--- config.mk ---
export PLATFORM = sky130hd
export DESIGN_NAME = lamp_timer_ctrl
export DESIGN_NICKNAME = d
export VERILOG_FILES = /design/src/rtl/lamp_timer_ctrl.sv
export SDC_FILE = /design/constraint.sdc
export NUM_CORES = 1
export LEC_CHECK = 0
export CELL_PAD_IN_SITES_DETAIL_PLACEMENT = 1
export CELL_PAD_IN_SITES_GLOBAL_PLACEMENT = 1
export CORE_ASPECT_RATIO = 0.7
export CORE_MARGIN = 2
export CORE_UTILIZATION = 45
export DETAILED_ROUTE_END_ITERATION = 8
export PLACE_DENSITY = 0.84
export SLEW_MARGIN = 0
export SYNTH_ARGS = -nofsm -noshare
export SYNTH_HDL_FRONTEND = slang
export SYNTH_SLANG_ARGS = --single-unit
--- constraint.sdc ---
create_clock -name clk -period 6.2 [get_ports clk]
set_clock_uncertainty 0.05 [all_clocks]
set_input_delay 1.24 -clock clk [delete_from_list [all_inputs] [get_ports clk]]
set_output_delay 1.24 -clock clk [all_outputs]
set_load 0.05 [all_outputs]
--- src/rtl/lamp_timer_ctrl.sv ---
// -----------------------------------------------------------------------------
// lamp_timer_ctrl
//   Staircase lamp controller with N_SW wall switches. Every switch is
//   synchronised and debounced; any accepted level change produces a one-cycle
//   event that toggles (MODE=0) or retriggers (MODE=1) the lamp. While lit, an
//   auto-off countdown of HOLD_SEC seconds runs; the remaining seconds drive a
//   hex 7-segment digit and a warning flag.
//
// Ports
//   clk     in   1     system clock, rising edge
//   rst_n   in   1     asynchronous active-low reset
//   sw      in   N_SW  raw asynchronous switch levels
//   F       out  1     lamp drive, 1 = on
//   remain  out  4     remaining seconds, 0 when off
//   warn    out  1     lamp on and remain <= WARN_SEC
//   evt     out  1     one-cycle pulse per accepted debounced change
//   LED     out  7     segments {g,f,e,d,c,b,a}, active-low, hex of remain
// -----------------------------------------------------------------------------
module lamp_timer_ctrl #(
    parameter int N_SW       = 3,
    parameter int DEB_CYCLES = 4,
    parameter int TICK_DIV   = 100000000,
    parameter int HOLD_SEC   = 9,
    parameter int WARN_SEC   = 3,
    parameter int MODE       = 0
) (
    input  logic            clk,
    input  logic            rst_n,
    input  logic [N_SW-1:0] sw,
    output logic            F,
    output logic [3:0]      remain,
    output logic            warn,
    output logic            evt,
    output logic [6:0]      LED
);

    localparam int DW = $clog2(DEB_CYCLES + 1);
    localparam int AW = $clog2(DEB_CYCLES + 3);
    localparam int PW = $clog2(TICK_DIV);

    localparam logic [DW-1:0] DEB_LAST = DW'(DEB_CYCLES - 1);
    localparam logic [AW-1:0] ARM_LAST = AW'(DEB_CYCLES + 2);
    localparam logic [PW-1:0] TICK_MAX = PW'(TICK_DIV - 1);
    localparam logic [3:0]    HOLD_VAL = 4'(HOLD_SEC);
    localparam logic [3:0]    WARN_VAL = 4'(WARN_SEC);

    typedef enum logic {ST_OFF, ST_ON} state_t;

    logic [N_SW-1:0] r_s1, r_s2;
    logic [N_SW-1:0] w_deb;
    logic [N_SW-1:0] r_deb_d;
    logic [AW-1:0]   r_arm_cnt;
    logic            r_armed;
    logic            w_evt;
    logic            w_tick;

    state_t          r_state, w_state_next;
    logic [3:0]      r_remain, w_remain_next;
    logic [PW-1:0]   r_presc, w_presc_next;

    // Two-flop synchroniser per channel
    always_ff @(posedge clk or negedge rst_n) begin
        if (!rst_n) begin
            r_s1 <= '0;
            r_s2 <= '0;
        end else begin
            r_s1 <= sw;
            r_s2 <= r_s1;
        end
    end

    // Per-channel debounce: accept s2 after DEB_CYCLES consecutive mismatches
    genvar gi;
    generate
        for (gi = 0; gi < N_SW; gi++) begin : g_deb
            logic [DW-1:0] r_cnt;
            logic          r_deb;

            always_ff @(posedge clk or negedge rst_n) begin
                if (!rst_n) begin
                    r_cnt <= '0;
                    r_deb <= 1'b0;
                end else if (r_s2[gi] == r_deb) begin
                    r_cnt <= '0;
                end else if (r_cnt == DEB_LAST) begin
                    r_deb <= r_s2[gi];
                    r_cnt <= '0;
                end else begin
                    r_cnt <= r_cnt + 1'b1;
                end
            end

            assign w_deb[gi] = r_deb;
        end
    endgenerate

    // Change detect and arming. Arming waits until levels held through reset
    // have propagated through deb and deb_d, so they never produce an event.
    always_ff @(posedge clk or negedge rst_n) begin
        if (!rst_n) begin
            r_deb_d   <= '0;
            r_arm_cnt <= '0;
            r_armed   <= 1'b0;
        end else begin
            r_deb_d <= w_deb;
            if (!r_armed) begin
                if (r_arm_cnt == ARM_LAST) begin
                    r_armed <= 1'b1;
                end else begin
                    r_arm_cnt <= r_arm_cnt + 1'b1;
                end
            end
        end
    end

    // OR-reduction of the per-bit differences: simultaneous changes on several
    // channels still give exactly one event.
    assign w_evt  = r_armed & (|(w_deb ^ r_deb_d));
    assign w_tick = (r_presc == TICK_MAX);

    // Lamp FSM state register
    always_ff @(posedge clk or negedge rst_n) begin
        if (!rst_n) begin
            r_state  <= ST_OFF;
            r_remain <= 4'd0;
            r_presc  <= '0;
        end else begin
            r_state  <= w_state_next;
            r_remain <= w_remain_next;
            r_presc  <= w_presc_next;
        end
    end

    // Lamp FSM next state; an event always takes priority over a tick.
    always_comb begin
        w_state_next  = r_state;
        w_remain_next = r_remain;
        w_presc_next  = r_presc;
        case (r_state)
            ST_OFF: begin
                w_remain_next = 4'd0;
                w_presc_next  = '0;
                if (w_evt) begin
                    w_state_next  = ST_ON;
                    w_remain_next = HOLD_VAL;
                end
            end
            ST_ON: begin
                if (w_evt) begin
                    w_presc_next = '0;
                    if (MODE == 0) begin
                        w_state_next  = ST_OFF;
                        w_remain_next = 4'd0;
                    end else begin
                        w_remain_next = HOLD_VAL;
                    end
                end else if (w_tick) begin
                    w_presc_next = '0;
                    if (r_remain == 4'd1) begin
                        w_state_next  = ST_OFF;
                        w_remain_next = 4'd0;
                    end else begin
                        w_remain_next = r_remain - 4'd1;
                    end
                end else begin
                    w_presc_next = r_presc + 1'b1;
                end
            end
            default: begin
                w_state_next  = ST_OFF;
                w_remain_next = 4'd0;
                w_presc_next  = '0;
            end
        endcase
    end

    assign F      = (r_state == ST_ON);
    assign remain = r_remain;
    assign warn   = F & (r_remain <= WARN_VAL);
    assign evt    = w_evt;

    // Active-low hex decode, blank while the lamp is off
    always_comb begin
        LED = 7'h7F;
        if (F) begin
            case (r_remain)
                4'h0: LED = 7'h40;
                4'h1: LED = 7'h79;
                4'h2: LED = 7'h24;
                4'h3: LED = 7'h30;
                4'h4: LED = 7'h19;
                4'h5: LED = 7'h12;
                4'h6: LED = 7'h02;
                4'h7: LED = 7'h78;
                4'h8: LED = 7'h00;
                4'h9: LED = 7'h10;
                4'hA: LED = 7'h08;
                4'hB: LED = 7'h03;
                4'hC: LED = 7'h46;
                4'hD: LED = 7'h21;
                4'hE: LED = 7'h06;
                default: LED = 7'h0E;
            endcase
        end
    end

endmodule

==> metrics.cfg, run 1 <==
[critical_path]
worstRegToRegCells = 6
slowest_stage = clkdlybuf4s50_1
critPathCaptureType = output port
path_class = reg -> out
max_stage_delay_ns = 0.76
cp_data_arrival_time_ns = 2.82
cp_data_required_time_ns = 4.91
cp.buffers_inverters = 1
crit_cells = 4
path_cells = nor2_1 > a21boi_0 > o221ai_1 > clkdlybuf4s50_1
crit_family = compound AO/OA/AOI/OAI gates
cp-start-kind = flip-flop
crit_fanout = 18

[sta]
setup_ws_ns = 2.09
tightest_slew_ns = 1.04
grt_setup_unrepaired = false
slew_viol_final = 0
clock.fmax_ghz = 0.243
fin_setup_tns_ns = 0
final-setup-viol-count = 0
slew_headroom = 0.304
fin_crit_sh = 0.663
whs_ns = 0.300
hold_violations = 0
min_period_ns = 4.11

[die]
rows = 23
io_pins = 19
coreArea_sq_um = 5840
die_h_um = 69.6
initial_utilization = 0.474
die_x_um = 97.7
die_area_sq_um = 6800

[yosys]
synth_area_sq_um = 2770
synthAdderAreaFrac = 0.0543
synth_top_family_by_area = simple AND/OR/NAND/NOR gates
avgSynthCellArea_sq_um = 10.7
yosys.area_share.simple = 0.211
synth_seq_area_share = 0.516
syn_nets = 276
synth-compound-area-share = 0.0461
synth_warnings = 0
synthMuxAreaShare = 0.0357
synth_cells = 259
ys_ff_latch = 57
ys_types = 37
synth_xor_area_frac = 0.108

[global_routing]
grtUsageTotal = 0.185
grt_pass1_vias = 2015
antenna_found_initial = 0
use_met2 = 0.267
overflow = 0
use_met3 = 0.0575
grt_max_degree = 58
globalRouteMet1Util = 0.253
grt_pass1_wl_mm = 9.81
gr-max-usage-layer = met2

[status]
status = complete, no violations

[clock_network]
clk_pin_slew_worst_paths_ns = 0.07
cts_root_buffer = clkbuf_8
postCtsResizedCells = 0
cts.sinks = 57
cts_tree = built
htreeDepth = 3
postCtsSetupBuffers = 0
cts-buffers-inserted = 9
cts_hold_buffers = 0
clk_latency_ns = 0.34
clock_path_buffers = 2

[drt]
ant_nets = 0
wl_per_cell_um = 15.6
wl_mm = 5.62
drc = 0
routed_via_density = 5.38
drt_pass1_iterations = 4
vias = 1938
dr.first_iter.drc_count = 47

[cells_and_area]
drive_gt1_frac = 0.102
n_antenna_cell = 0
area_delta_synth_final_pct = 18.4
nNetsFinal = 297

[run]
maxCapViolations = 0

[power_and_ir_drop]
ir_drop_mv = 0.215
total_power_mw = 1.47
powerDensity_nw_per_um2 = 450
power_leakage_nw = 1.37

[placed_design]
dp_slack_ns = 2.47
port_buffers = 18
place.gp.congestion = 0.825
dp.final_hpwl_mm = 3.87

[hold_path]
hold_path_class = reg -> reg
min_path_cells = 0

-- layer usage --
layer,up-vias,part of all wire
met3,10,0.033
li1,930,-
met1,971,0.50
met5,-,0
met4,0,0.023
met2,27,0.45
-- sequential cells by signal (all words and copies together), names as in the netlist --
signal,flops
r_s1,3
g_deb.r_cnt,9
g_deb.r_deb,3
r_arm_cnt,3
r_deb_d,3
remain,4
r_s2,3
r_armed,1
r_presc,27
F,1
-- cells by family after synthesis --
group / count (synthesis)
buffers and inverters: 19
adders and majority gates: 12
AOI/OAI and AO/OA: 18
muxes: 9
xor gates and xnor gates: 34
and+or+nand+nor: 110
DFF: 57
-- final timing paths --
path	to	startpoint	slack (ns)
max	LED[3]	remain[2]$_DFFE_PN0P_	2.09
min	r_s2[2]$_DFF_PN0_	r_s1[2]$_DFF_PN0_	0.30
max reg2reg	r_presc[16]$_DFF_PN0_	r_presc[0]$_DFF_PN0_	3.77
min reg2reg	r_s2[2]$_DFF_PN0_	r_s1[2]$_DFF_PN0_	0.30
max in group asynchronous	r_presc[18]$_DFF_PN0_	rst_n	4.64
min in group asynchronous	g_deb[0].r_cnt[2]$_DFF_PN0_	rst_n	0.98
-- cells in the final DEF (no fill, tap or decap), types with 2 or more instances in the layout --
master / instances
nand2_1: 14
nand3_2: 3
o211ai_1: 5
ha_1: 12
inv_1: 10
nor2_1: 31
mux2_2: 3
mux2i_1: 5
and2_1: 4
or3_1: 3
and3_1: 6
xnor2_1: 13
o21ai_0: 2
nor4b_1: 3
bufinv_16: 4
a21oi_1: 5
nor3b_1: 3
o221ai_1: 3
nor2b_1: 6
xor2_1: 21
nand4_1: 9
dfrtp_1: 57
nor3_1: 7
clkdlybuf4s50_1: 17
nand3_1: 15
clkbuf_8: 10
-- area by class of cell --
| type | instances | area [sq um] |
|---|---|---|
| Fill cell | 647 | 2570 |
| Timing Repair Buffer | 19 | 183 |
| Clock buffer | 10 | 138 |
| Multi-Input combinational cell | 183 | 1260 |
| Tap cell | 75 | 93.8 |
| Inverter | 10 | 37.5 |
| Clock inverter | 6 | 138 |
| Sequential cell | 57 | 1430 |
-- power breakdown --
| group | internal (mW) | switching [mW] | leakage, nW |
|---|---|---|---|
| sequential | 0.424 | 0.0670 | 0.742 |
| clock | 0.321 | 0.150 | 0.137 |
| combinational | 0.179 | 0.332 | 0.488 |
| total | 0.923 | 0.549 | 1.37 |
-- Yosys cell counts (all sizes together) --
cell     number  area share
dfrtp        57        0.52
nor2         31       0.042
xor2         21       0.066
nand3        18       0.038
nand2        14       0.019
xnor2        13       0.041
ha           12       0.054
inv          10       0.014
nand4         9       0.020
and3          7       0.016
nor3          7       0.013
nor2b         6       0.014
a21oi         5      0.0090
clkbuf        5      0.0068
mux2i         5       0.018
o211ai        5       0.014
or3           5       0.014
and2          4      0.0090
buf           4      0.0090
mux2          4       0.018
nor3b         3      0.0081
nor4b         3      0.0095
o221ai        3      0.0095
o21ai         2      0.0036
a21boi        1      0.0027
and4          1      0.0032
nand3b        1      0.0027
nand4b        1      0.0032
o2111ai       1      0.0032
o31ai         1      0.0045
-- per-stage QoR --
step | utilization | instances | cell area (sq um)
2_1_floorplan | - | 259 | 2770
3_3_place_gp | 0.513 | 344 | 3000
3_5_place_dp | 0.513 | 344 | 3000
4_1_cts | 0.561 | 360 | 3270
5_1_grt | 0.561 | 360 | 3270
6_report | 0.561 | 360 | 3270
No activity file was read; power rests on OpenSTA's default activity.
==> run 2, diff against run 1 <==
CORE_UTILIZATION = 42   (was 45)
PLACE_DENSITY = 0.82   (was 0.84)
clock period = 3.3 ns   (was 6.2 ns; I/O delays follow)
==> run 2 against run 1 <==
Clock power is 76% higher; via count is 0.31% higher; die area is 6.8% higher; core utilization is 3.7 points lower; final cell count is 2.2% higher; cell area is 0.73% higher; sequential share of layout area is 0.28 points lower; count of clock-buffer cells in the layout is 2 higher; sequential power is 79% higher; combinational power is 110% higher; critical path depth is 1 higher; critical path type unchanged; largest cell class unchanged; largest power group unchanged.
==> metrics.cfg, run 2 (synthesis results as in run 1) <==
[critical_path]
path_class = reg -> out
r2r_start = r_presc[0]$_DFF_PN0_
cp-start-kind = flip-flop
cp_data_arrival_time_ns = 2.45  ; -0.37 ns
reg2reg_setup_slack_ns = 0.82  ; -2.95 ns
worstRegToRegCells = 6  ; unchanged
cp_data_required_time_ns = 2.59  ; -2.32 ns
critPathCaptureType = output port
r2r_end = r_presc[11]$_DFF_PN0_
crit_fanout = 8  ; -10

[sta]
whs_ns = 0.192  ; -0.109 ns
slew_viol_final = 0  ; unchanged
min_period_ns = 3.16
clock.fmax_ghz = 0.317
fin_crit_sh = 0.957
grt_setup_unrepaired = false
tightest_slew_ns = 0.923  ; -0.113 ns
final-setup-viol-count = 0  ; unchanged
setup_ws_ns = 0.141  ; -1.95 ns
fin_setup_tns_ns = 0  ; unchanged
hold_violations = 0  ; unchanged
slew_headroom = 0.376  ; +0.0717

[drt]
routed_via_density = 5.28  ; -1.9%
ant_nets = 0  ; unchanged
vias = 1944  ; +0.31%
wl_per_cell_um = 16.1  ; +3.2%
drc = 0  ; unchanged
dr.first_iter.drc_count = 89  ; +89%
wl_mm = 5.93  ; +5.5%
drt_pass1_iterations = 4  ; unchanged

[clock_network]
clock_path_buffers = 2  ; unchanged
cts_tree = built
cts-buffers-inserted = 9  ; unchanged
clk_pin_slew_worst_paths_ns = 0.07  ; about the same
cts_root_buffer = clkbuf_8
cts.sinks = 57  ; unchanged
clk_latency_ns = 0.34  ; about the same
htreeDepth = 3  ; unchanged
cts_hold_buffers = 0  ; unchanged

[die]
die_x_um = 101  ; +3.4%
rows = 24  ; +4.3%
coreArea_sq_um = 6310  ; +7.9%
io_pins = 19  ; unchanged
die_h_um = 71.9  ; +3.3%
initial_utilization = 0.439  ; -0.0349
die_area_sq_um = 7260  ; +6.8%

[hold_path]
hold_path_class = in -> async

[cells_and_area]
reg.largest.list = r_presc (27), g_deb.r_cnt (9), remain (4)
multi_input_area_sq_um = 1260  ; unchanged
top_register = r_presc
stdcell_count = 368  ; +2.2%
drive_gt1_frac = 0.117  ; +0.0155
final_cell_mix = dfrtp_1 (56), nor2_1 (31), xor2_1 (21)
largest_reg_flops = 27  ; unchanged
area_delta_synth_final_pct = 19.2
nFillCells = 694  ; +7.3%
n_antenna_cell = 0  ; unchanged
regArea_sq_um = 1430  ; about the same
nNetsFinal = 302  ; +1.7%
final_core_util = 0.523  ; -0.0375
final_common_cell = dfrtp_1

[placed_design]
dp_slack_ns = 0.465  ; -2.00 ns
port_buffers = 18  ; unchanged
numPlacedInstances = 352  ; +2.3%
place.gp.congestion = 0.826  ; +0.12%
dp.final_hpwl_mm = 4.17  ; +7.8%

[power_and_ir_drop]
p_switching_mw = 1.06  ; +93%
intPower_mw = 1.71  ; +86%
swShare = 0.382  ; +0.00874
pwr-share-clk = 0.299  ; -0.021
power.share.combinational = 0.384  ; +0.037
powerDensity_nw_per_um2 = 841  ; +87%
pwr-share-seq = 0.317  ; -0.016
ir_drop_mv = 0.324  ; +51%
power_leakage_nw = 1.39  ; +1.7%

[run]
maxCapViolations = 0  ; unchanged

[global_routing]
grt_pass1_wl_mm = 10.4  ; +6.2%
overflow = 0  ; unchanged
antenna_found_initial = 0  ; unchanged
grt_max_degree = 39  ; -33%
grtUsageTotal = 0.188  ; +0.00328
grt_pass1_vias = 2034  ; +0.94%

[status]
status = complete, no violations

## run 2: worst max-delay path, cell delays in order (launching register included)
cell and delay (ns):
dfrtp_1 0.48, inv_1 0.14, ha_1 0.26, a21boi_0 0.31, o221ai_1 0.19, clkdlybuf4s50_1 0.73
## run 2: layer usage
layer,GRT usage,up-vias,wire length [um]
met5,0,-,0
met4,0.0360,0,34
met1,0.265,966,3000
li1,-,940,-
met3,0.0723,6,221
met2,0.282,32,2670
## run 2: power by group through the flow
stage               Clock, mW  Combinational, mW  Sequential, mW
detailed placement          0               1.07           0.895
global placement            0               1.04           0.888
finish                  0.830               1.06           0.879
global route            0.887               1.16           0.896
CTS                     0.843               1.07           0.883
floorplan                   0              0.666           0.937
## run 2: final cells by class
| type | instances | share of cell area |
|---|---|---|
| repair buffers | 24 | 0.0675 |
| inverters | 10 | 0.0114 |
| clock buffers | 12 | 0.0470 |
| well taps | 78 | 0.0296 |
| flip-flops and latches | 57 | 0.433 |
| clock inverters | 4 | 0.0300 |
| multi-input cells | 183 | 0.382 |
## run 2: timing repair
item                       CTS  global route
resized for setup            0             2
setup endpoints to repair    0             3
setup buffers                0             0
## run 2: worst max-delay path by stage
stage / slack [ns] / end / cells after the start / start
after floorplan: 0.41 / LED[1] / 4 / remain[2]$_DFFE_PN0P_
after global placement: 0.58 / LED[3] / 4 / remain[2]$_DFFE_PN0P_
after detailed placement: 0.46 / LED[1] / 5 / remain[0]$_DFFE_PN0P_
after CTS: 0.07 / LED[1] / 5 / remain[0]$_DFFE_PN0P_
after global routing: 0.02 / LED[5] / 6 / remain[0]$_DFFE_PN0P_
final: 0.14 / LED[3] / 5 / remain[1]$_DFFE_PN0P_
## run 2: per-stage QoR
step                power [mW]  instance area (sq um)
floorplan                 1.60                   2770
detailed placement        1.96                   3040
CTS                       2.80                   3290
global placement          1.93                   3040
finish                    2.77                   3300
global route              2.94                   3300
==> run 3, diff against run 2 <==
CORE_MARGIN = 3   (was 2)
SLEW_MARGIN = unset   (was 0)
==> run 3 against run 2 <==
Clock power is 14% lower; total power is 4.0% lower; cell area is 0.91% lower; wire length is 3.3% lower; largest power group unchanged.
==> metrics.cfg, run 3 (synthesis results as in run 1) <==
[critical_path]
cp-start-kind = flip-flop
slowest_stage = clkdlybuf4s50_1
max_stage_delay_ns = 0.82  ; +0.09 ns
crit_fanout = 8  ; unchanged
path_cells = inv_1 > ha_1 > nor2_1 > a21oi_1 > o211ai_1 > clkdlybuf4s50_1
critPathCaptureType = output port
path_class = reg -> out
reg2reg_setup_slack_ns = 0.85  ; +0.03 ns
cp_data_required_time_ns = 2.59  ; about the same
cp_data_arrival_time_ns = 2.40  ; -0.05 ns

[global_routing]
overflow = 0  ; unchanged
grt_pass1_wl_mm = 9.98  ; -4.2%
grt_pass1_vias = 2046  ; +0.59%
use_met3 = 0.0626  ; -0.00964
use_met2 = 0.257  ; -0.0256
grt_max_degree = 41  ; +5.1%
gr-max-usage-layer = met2
antenna_found_initial = 0  ; unchanged
grtUsageTotal = 0.173  ; -0.0148
globalRouteMet1Util = 0.237  ; -0.0280

[cells_and_area]
nNetsFinal = 303  ; +0.33%
multi_input_area_sq_um = 1260  ; unchanged
n_antenna_cell = 0  ; unchanged
top_register = r_presc
stdcell_count = 369  ; +0.27%
nFillCells = 683  ; -1.6%
reg.largest.list = r_presc (27), g_deb.r_cnt (9), remain (4)
largest_reg_flops = 27  ; unchanged
drive_gt1_frac = 0.117  ; -0.000403
regArea_sq_um = 1430  ; about the same
area_delta_synth_final_pct = 18.1
final_cell_mix = dfrtp_1 (57), nor2_1 (31), xor2_1 (21)
final_common_cell = dfrtp_1
final_core_util = 0.518  ; -0.00476

[sta]
min_period_ns = 3.11  ; -0.0516 ns
fin_crit_sh = 0.942  ; -0.0156
final-setup-viol-count = 0  ; unchanged
fin_setup_tns_ns = 0  ; unchanged
grt_setup_unrepaired = false
slew_headroom = 0.319  ; -0.0566
tightest_slew_ns = 1.01  ; +0.0838 ns
slew_viol_final = 0  ; unchanged
hold_violations = 0  ; unchanged
setup_ws_ns = 0.192  ; +0.0516 ns
clock.fmax_ghz = 0.322  ; +1.7%

[drt]
ant_nets = 0  ; unchanged
vias = 1960  ; +0.82%
routed_via_density = 5.31  ; +0.55%
drc = 0  ; unchanged
wl_per_cell_um = 15.5  ; -3.5%
dr.first_iter.drc_count = 71  ; -20%
wl_mm = 5.73  ; -3.3%
drt_pass1_iterations = 4  ; unchanged

[clock_network]
cts-buffers-inserted = 9  ; unchanged
clk_pin_slew_worst_paths_ns = 0.07  ; about the same
cts_hold_buffers = 0  ; unchanged
cts.sinks = 57  ; unchanged
cts_root_buffer = clkbuf_8
cts_tree = built
clk_latency_ns = 0.33  ; about the same
postCtsSetupBuffers = 0  ; unchanged
postCtsResizedCells = 0  ; unchanged
htreeDepth = 3  ; unchanged
clock_path_buffers = 2  ; unchanged

[die]
die_x_um = 103  ; +2.0%
coreArea_sq_um = 6310  ; unchanged
initial_utilization = 0.439  ; unchanged
die_area_sq_um = 7610  ; +4.8%
die_h_um = 73.9  ; +2.8%
io_pins = 19  ; unchanged
rows = 24  ; unchanged

[run]
maxCapViolations = 0  ; unchanged

[power_and_ir_drop]
pwr-share-clk = 0.268  ; -0.031
swShare = 0.394  ; +0.0122
powerDensity_nw_per_um2 = 815  ; -3.1%
power.share.combinational = 0.399  ; +0.015
intPower_mw = 1.61  ; -5.9%
power_leakage_nw = 1.37  ; -1.1%
p_switching_mw = 1.05  ; -0.88%
ir_drop_mv = 0.310  ; -4.4%
pwr-share-seq = 0.333  ; +0.016

[placed_design]
numPlacedInstances = 353  ; +0.28%
dp.final_hpwl_mm = 4.04  ; -3.3%
place.gp.congestion = 0.769  ; -7.0%
dp_slack_ns = 0.563  ; +0.0980 ns
port_buffers = 18  ; unchanged

[status]
status = complete, no violations

[hold_path]
hold_path_class = in -> async

[run 3: per-layer routing]
layer / vias up / routed length, um
li1: 943 / -
met1: 986 / 2910
met2: 24 / 2600
met3: 7 / 160
met4: 0 / 63
met5: - / 0
[run 3: layout make-up]
class | instances | area share
inverter | 10 | 0.0115
sequential | 57 | 0.436
tap | 78 | 0.0299
clock inverter | 5 | 0.0241
clock buffer | 11 | 0.0433
multi-input combinational | 183 | 0.385
timing repair buffer | 25 | 0.0697
[run 3: critical path, delay by kind of cell, from the launching register on]
| kind | cells | cell delay (ns) |
|---|---|---|
| AO/OA/AOI/OAI | 2 | 0.20 |
| flip-flops | 1 | 0.51 |
| buffers and inverters | 2 | 0.98 |
| AND/OR/NAND/NOR | 1 | 0.10 |
| adder cells (fa/ha/maj) | 1 | 0.27 |
[run 3: worst paths after layout]
| kind | startpoint | endpoint | cells past startpoint |
|---|---|---|---|
| max in group asynchronous | rst_n | r_presc[22]$_DFF_PN0_ | 2 |
| min reg2reg | r_s1[1]$_DFF_PN0_ | r_s2[1]$_DFF_PN0_ | 0 |
| min in group clk | r_s1[1]$_DFF_PN0_ | r_s2[1]$_DFF_PN0_ | 0 |
| max | remain[0]$_DFFE_PN0P_ | LED[5] | 6 |
| min | rst_n | g_deb[1].r_cnt[0]$_DFF_PN0_ | 1 |
| max reg2reg | r_presc[0]$_DFF_PN0_ | r_presc[20]$_DFF_PN0_ | 6 |
[run 3: power groups by stage]
stage | Combinational, mW | Sequential (mW) | Clock [mW]
2_1_floorplan | 0.666 | 0.937 | 0
3_3_place_gp | 1.04 | 0.889 | 0
3_5_place_dp | 1.06 | 0.899 | 0
4_1_cts | 1.07 | 0.886 | 0.738
5_1_grt | 1.15 | 0.900 | 0.776
6_report | 1.06 | 0.887 | 0.715
[run 3: through the flow]
step	hold WS (ns)	instance area, sq um	power, mW
after detailed placement	0.287	3050	1.96
after floorplan	0.281	2770	1.60
after global placement	0.283	3050	1.93
after global routing	0.199	3270	2.83
after CTS	0.190	3270	2.69
final	0.194	3270	2.66
